**src/rtl/arm_mem_pkg.sv**
```systemverilog
// Shared types for the MEM-stage data memory: access size, controller state, wait counter width.
package arm_mem_pkg;

    typedef enum logic [1:0] {
        MEM_BYTE = 2'b00,
        MEM_HALF = 2'b01,
        MEM_WORD = 2'b10,
        MEM_RSVD = 2'b11
    } mem_size_t;

    typedef enum logic {
        IDLE = 1'b0,
        BUSY = 1'b1
    } mem_state_t;

    localparam int WAIT_W = 4;

endpackage

```
**src/rtl/mem_lane_align.sv**
```systemverilog
// Little-endian lane steering: byte enables and replicated store data, load extract and extend.
// Purely combinational, zero latency; no flow control of its own.
module mem_lane_align
    import arm_mem_pkg::*;
(
    input  logic [1:0]  lane,
    input  mem_size_t   mem_size,
    input  logic        mem_signed,
    input  logic [31:0] rm_val,
    input  logic [31:0] rd_word,
    output logic [3:0]  byte_en,
    output logic [31:0] wr_word,
    output logic [31:0] ld_data
);

    logic [7:0]  ld_byte;
    logic [15:0] ld_half;

    always_comb begin
        byte_en = 4'b0000;
        wr_word = rm_val;
        ld_data = rd_word;
        ld_byte = rd_word[8*lane +: 8];
        ld_half = rd_word[16*lane[1] +: 16];
        case (mem_size)
            MEM_BYTE: begin
                byte_en = 4'b0001 << lane;
                wr_word = {4{rm_val[7:0]}};
                ld_data = {{24{mem_signed & ld_byte[7]}}, ld_byte};
            end
            MEM_HALF: begin
                byte_en = lane[1] ? 4'b1100 : 4'b0011;
                wr_word = {2{rm_val[15:0]}};
                ld_data = {{16{mem_signed & ld_half[15]}}, ld_half};
            end
            MEM_WORD: begin
                byte_en = 4'b1111;
            end
            default: begin
                ld_data = '0;
            end
        endcase
    end

endmodule

```
**src/rtl/data_memory_ctrl.sv**
```systemverilog
// MEM-stage data RAM with byte/half/word access and range/alignment fault detection.
// Each access takes WAIT_CYCLES+1 cycles; mem_freeze holds the pipeline for the first WAIT_CYCLES.
module data_memory_ctrl
    import arm_mem_pkg::*;
#(
    parameter int DEPTH       = 64,
    parameter int BASE_ADDR   = 1024,
    parameter int WAIT_CYCLES = 2
) (
    input  logic        clk,
    input  logic        rst,
    input  logic        mem_r_en,
    input  logic        mem_w_en,
    input  logic [31:0] alu_res,
    input  logic [31:0] rm_val,
    input  mem_size_t   mem_size,
    input  logic        mem_signed,
    output logic [31:0] data_mem,
    output logic        mem_freeze,
    output logic        mem_fault
);

    localparam int              AW       = $clog2(DEPTH);
    localparam logic [31:0]     BASE     = 32'(BASE_ADDR);
    localparam logic [31:0]     LIMIT    = 32'(4 * DEPTH);
    localparam logic [WAIT_W-1:0] CNT_LOAD = (WAIT_CYCLES > 0) ? WAIT_W'(WAIT_CYCLES - 1) : '0;

    mem_state_t        state;
    logic [WAIT_W-1:0] cnt;
    logic [31:0]       ram [DEPTH];

    logic [31:0] offset;
    logic [AW-1:0] idx;
    logic [1:0]  lane;
    logic [31:0] rd_word;
    logic [31:0] wr_word;
    logic [31:0] ld_data;
    logic [3:0]  byte_en;
    logic        req;
    logic        fault;
    logic        start;
    logic        done;

    assign req     = mem_r_en | mem_w_en;
    assign offset  = alu_res - BASE;
    assign idx     = offset[AW+1:2];
    assign lane    = offset[1:0];
    assign rd_word = ram[idx];

    // Faults are judged only on entry; inputs are held stable for the rest of the access.
    always_comb begin
        fault = 1'b0;
        if (!rst && state == IDLE && req) begin
            fault = (alu_res < BASE)
                  || (offset >= LIMIT)
                  || (mem_size == MEM_RSVD)
                  || (mem_size == MEM_HALF && lane[0])
                  || (mem_size == MEM_WORD && lane != 2'b00)
                  || (mem_r_en && mem_w_en);
        end
    end

    assign start = !rst && state == IDLE && req && !fault;
    assign done  = (start && WAIT_CYCLES == 0) || (!rst && state == BUSY && cnt == '0);

    assign mem_freeze = (start && WAIT_CYCLES != 0) || (!rst && state == BUSY && cnt != '0);
    assign mem_fault  = fault;
    assign data_mem   = (done && mem_r_en) ? ld_data : '0;

    mem_lane_align u_align (
        .lane       (lane),
        .mem_size   (mem_size),
        .mem_signed (mem_signed),
        .rm_val     (rm_val),
        .rd_word    (rd_word),
        .byte_en    (byte_en),
        .wr_word    (wr_word),
        .ld_data    (ld_data)
    );

    always_ff @(posedge clk) begin
        if (done && mem_w_en) begin
            for (int b = 0; b < 4; b++) begin
                if (byte_en[b]) begin
                    ram[idx][8*b +: 8] <= wr_word[8*b +: 8];
                end
            end
        end
    end

    always_ff @(posedge clk or posedge rst) begin
        if (rst) begin
            state <= IDLE;
            cnt   <= '0;
        end else begin
            case (state)
                IDLE: begin
                    if (start && WAIT_CYCLES != 0) begin
                        state <= BUSY;
                        cnt   <= CNT_LOAD;
                    end
                end
                BUSY: begin
                    if (cnt == '0) begin
                        state <= IDLE;
                    end else begin
                        cnt <= cnt - 1'b1;
                    end
                end
                default: state <= IDLE;
            endcase
        end
    end

endmodule

```
**config.mk**
```make
export PLATFORM = sky130hd
export DESIGN_NAME = data_memory_ctrl
export DESIGN_NICKNAME = d
export VERILOG_FILES = /design/src/rtl/arm_mem_pkg.sv /design/src/rtl/mem_lane_align.sv /design/src/rtl/data_memory_ctrl.sv
export SDC_FILE = /design/constraint.sdc
export NUM_CORES = 2
export LEC_CHECK = 0
export CORE_ASPECT_RATIO = 1.5
export CORE_UTILIZATION = 40
export DETAILED_ROUTE_END_ITERATION = 10
export RECOVER_POWER = 25
export SLEW_MARGIN = 25
export SYNTH_ARGS = -nofsm -noshare
export SYNTH_HDL_FRONTEND = slang
export SYNTH_SLANG_ARGS = --single-unit
```
**constraint.sdc**
```tcl
create_clock -name clk -period 8.5 [get_ports clk]
set_clock_uncertainty 0.05 [all_clocks]
set_input_delay 0.85 -clock clk [delete_from_list [all_inputs] [get_ports clk]]
set_output_delay 0.85 -clock clk [all_outputs]
set_load 0.005 [all_outputs]
```
==> flow_metrics.env <==
export IMPL_outcome="complete, but fails checks"
export IMPL_violations="max-capacitance violations, max-slew violations"
export IMPL_post_drt_wl_per_cell_um=36.8
export IMPL_hold_viol=0
export IMPL_floorplan_rows=199
export IMPL_rsz_0062_raised_after_global_routing="no"
export IMPL_h_tree_depth=4
export IMPL_critPathMaxFanout=63
export IMPL_cell_breakdown_of_the_critical_path="buf_8 -> buf_4 -> and3_4 -> buf_4 -> a22oi_1 -> nand4_1 -> a2111oi_0 -> a2111oi_0 -> buf_4 -> o21ai_0 -> a31oi_1 -> clkdlybuf4s50_1"
export IMPL_synth_ff_latch_count=2053
export IMPL_total_power_consumption_of_the_routed_design_w=0.0205
export IMPL_cts_reportedPaths_clkPinSlew_ns=0.07
export IMPL_yosysTopAreaCell="edfxtp_1"
export IMPL_ys_warn_count=0
export IMPL_global_route_met3_utilization_pct=5.79
export IMPL_critical_path_reg2reg_endpoint="ram[57][17]"
export IMPL_synth_top_flop_cell="edfxtp_1"
export IMPL_dr_iter_0_viols=6989
export IMPL_layout_drive_gt1_share_pct=14.3
export IMPL_grt_util_met1_pct=32.0
export IMPL_timing_setup_tns_ns=0
export IMPL_die_x_um=365
export IMPL_nets_finish=4753
export IMPL_vias_after_detailed_routing=47400
export IMPL_worst_setup_path_end_kind="primary output"
export IMPL_post_synth_top_area_fraction_pct=77.7
export IMPL_timing_final_crit_share_pct=82.7
export IMPL_grt_antenna_before_repair=19
export IMPL_hpwl_um=170000
export IMPL_synth_yosys_seq_area_share_pct=77.8
export IMPL_cts_tree="done"
export IMPL_critical_path_startpoint_type="input pin"
export IMPL_yosys_top_cells_area="edfxtp_1, a22oi_1, mux4_2"
export IMPL_critical_path_slowest_cell="a2111oi_0"
export IMPL_cts_root_buf="clkbuf_16"
export IMPL_finalSetupViolCount=0
export IMPL_worstSetupPathDepth=12
export IMPL_number_of_global_route_vias_before_repair=46200
export IMPL_arrival_ns=6.13
export IMPL_synth_distinct_cells=70
export IMPL_placedCellCount=7112
export IMPL_crit_required_ns=7.60
export IMPL_via_per_inst=6.37
export IMPL_io_pins=105
export IMPL_place_port_buffers=104
export IMPL_final_max_slew_violation_count=961
export IMPL_worstReg2RegStart="cnt[0]"
export IMPL_worst_path_dominant_cell_family="buffers and inverters"
export IMPL_clkSinkCount=2053
export IMPL_worst_slew_margin_rel_pct=-126
export IMPL_post_cts_buffers=0
export IMPL_power_leakage_nw=27.2
export IMPL_initial_utilization_pct=40.4
export IMPL_rr_worst_depth=9
export IMPL_drcViolationCount=0
export IMPL_grt_max_degree=73
export IMPL_globalRouteTotalUtil_pct=27.0
export IMPL_cellPowerDensity_nw_per_um2=229
export IMPL_min_path_type="in -> reg"
export IMPL_die_height_um=547
export IMPL_post_synth_cell_area_avg_um2=17.5
export IMPL_dr_pass1_iters=8
export IMPL_worst_path_buf_inv=5
export IMPL_die_area_um2=200000
export IMPL_fmax_mhz=142
export IMPL_mappedNetlistNets=4611
export IMPL_placeableCoreArea_um2=196000
export IMPL_postCtsResizedCells=0
export IMPL_synth_edff_count=2048
export IMPL_final_instance_count_excl_fill=7441
export IMPL_cts_hold_buffers=0
export IMPL_mostFrequentLayoutCell="edfxtp_1"
export IMPL_worst_ir_drop_vdd_v=0.000192
export IMPL_area_growth_pct=12.7
export IMPL_place_gp_congestion=0.899
export IMPL_grt_most_used_layer="met2"
export IMPL_grt_use_met2_pct=43.5
export IMPL_post_synth_inst_count=4538
export IMPL_timing_worst_slew_pin_value_ns=3.39
export IMPL_timing_critical_path_from="alu_res[4]"
export IMPL_critPathMostFrequentCell="buf_4"
export IMPL_rrSetupSlack_ns=4.75
export IMPL_grt_remaining_overflow=0
export IMPL_critPathCapture="data_mem[0]"
export IMPL_post_synth_instance_area_um2=79200
export IMPL_wirelength_um=274000
export IMPL_global_route_wire_length_before_repair_um=374000
export IMPL_cts_buffer_depth=4
export IMPL_ys_async_sr_fraction_pct=0.244
export IMPL_cts_inserted_buffers=179
export IMPL_worst_path_largest_cell_delay_ns=0.94
export IMPL_leading_cell_types_in_the_layout_fill_and_taps_excluded="edfxtp_1, nor2_1, a22oi_1"
export IMPL_detail_route_antenna_nets=0
export IMPL_critical_path_class="in -> out"
export IMPL_final_period_minus_worst_setup_slack_ns=7.03
export IMPL_clk_insertion_delay_late_ns=0.81
export IMPL_drv_cap=17
metrics by stage:
step | instance area (um^2) | utilization (%) | worst slack [ns] | hold slack (ns)
2_1_floorplan | 79200 | - | 3.92 | 0.416
3_3_place_gp | 83600 | 42.6 | 1.90 | 0.454
3_5_place_dp | 83700 | 42.7 | 1.90 | 0.461
4_1_cts | 89300 | 45.5 | 1.86 | 0.229
5_1_grt | 89200 | 45.5 | 1.59 | 0.336
6_report | 89300 | 45.5 | 1.47 | 0.349
cell usage after synthesis (5+ instances only):
cell type / count
and3_1: 5
nand4_1: 34
a31oi_1: 79
a221oi_1: 212
a22oi_1: 303
nor3_1: 17
o22a_1: 10
buf_6: 14
o31ai_1: 5
buf_4: 32
mux4_2: 84
edfxtp_1: 2048
nand2_1: 160
o21ai_0: 82
buf_2: 128
nor2_1: 377
a21oi_1: 152
o211ai_1: 12
a221o_1: 19
dfrtp_1: 5
nor2b_1: 9
nand2b_1: 6
or4_1: 8
a222oi_1: 22
mux2i_1: 171
o221ai_1: 8
inv_1: 12
buf_1: 25
nand3_1: 28
nor4_1: 13
a2111oi_0: 7
mux2_2: 116
o21ai_1: 6
o22ai_1: 58
clkbuf_1: 113
a22o_1: 96
power by group:
| part | total, W | internal, W | leakage (nW) | switching [W] |
|---|---|---|---|---|
| sequential | 0.0112 | 0.0112 | 18.5 | 0.000000000437 |
| combinational | 0.00126 | 0.000314 | 5.96 | 0.000946 |
| clock | 0.00801 | 0.00437 | 2.73 | 0.00364 |
| total | 0.0205 | 0.0159 | 27.2 | 0.00459 |
cells by family after synthesis:
family / share of synthesized area (%)
AND/OR/NAND/NOR: 3.78
adder cells (fa/ha/maj): 0.0316
AO/OA/AOI/OAI: 10.1
flip-flops: 77.8
buffers and inverters: 2.03
multiplexers: 6.20
XOR/XNOR: 0.0221
state kept, by name (all words and copies together), names as in the netlist:
name	count
state	1
cnt	4
ram	2048
layout make-up:
class	count	area, um^2
fillers	17100	107000
flip-flops and latches	2053	61600
multi-input cells	2160	16300
clock buffers	217	4710
well taps	2613	3270
repair buffers	273	2430
clock inverters	98	837
inverters	13	51.3
diodes	14	35.0
routing by layer:
metal	routed length (um)	up-vias
met5	69	-
met4	23100	10
met3	27200	805
met2	131000	3217
met1	93100	24500
li1	-	18900
worst min path at each step:
stage	to	slack, ns	startpoint	cells past startpoint
floorplan	cnt[0]	0.42	cnt[0]	1
global placement	cnt[0]	0.45	cnt[0]	1
detailed placement	cnt[0]	0.46	cnt[0]	1
CTS	ram[42][2]	0.23	rm_val[2]	1
global route	ram[42][2]	0.34	rm_val[2]	1
finish	ram[42][2]	0.35	rm_val[2]	1
No activity file was read; power rests on OpenSTA's default activity.
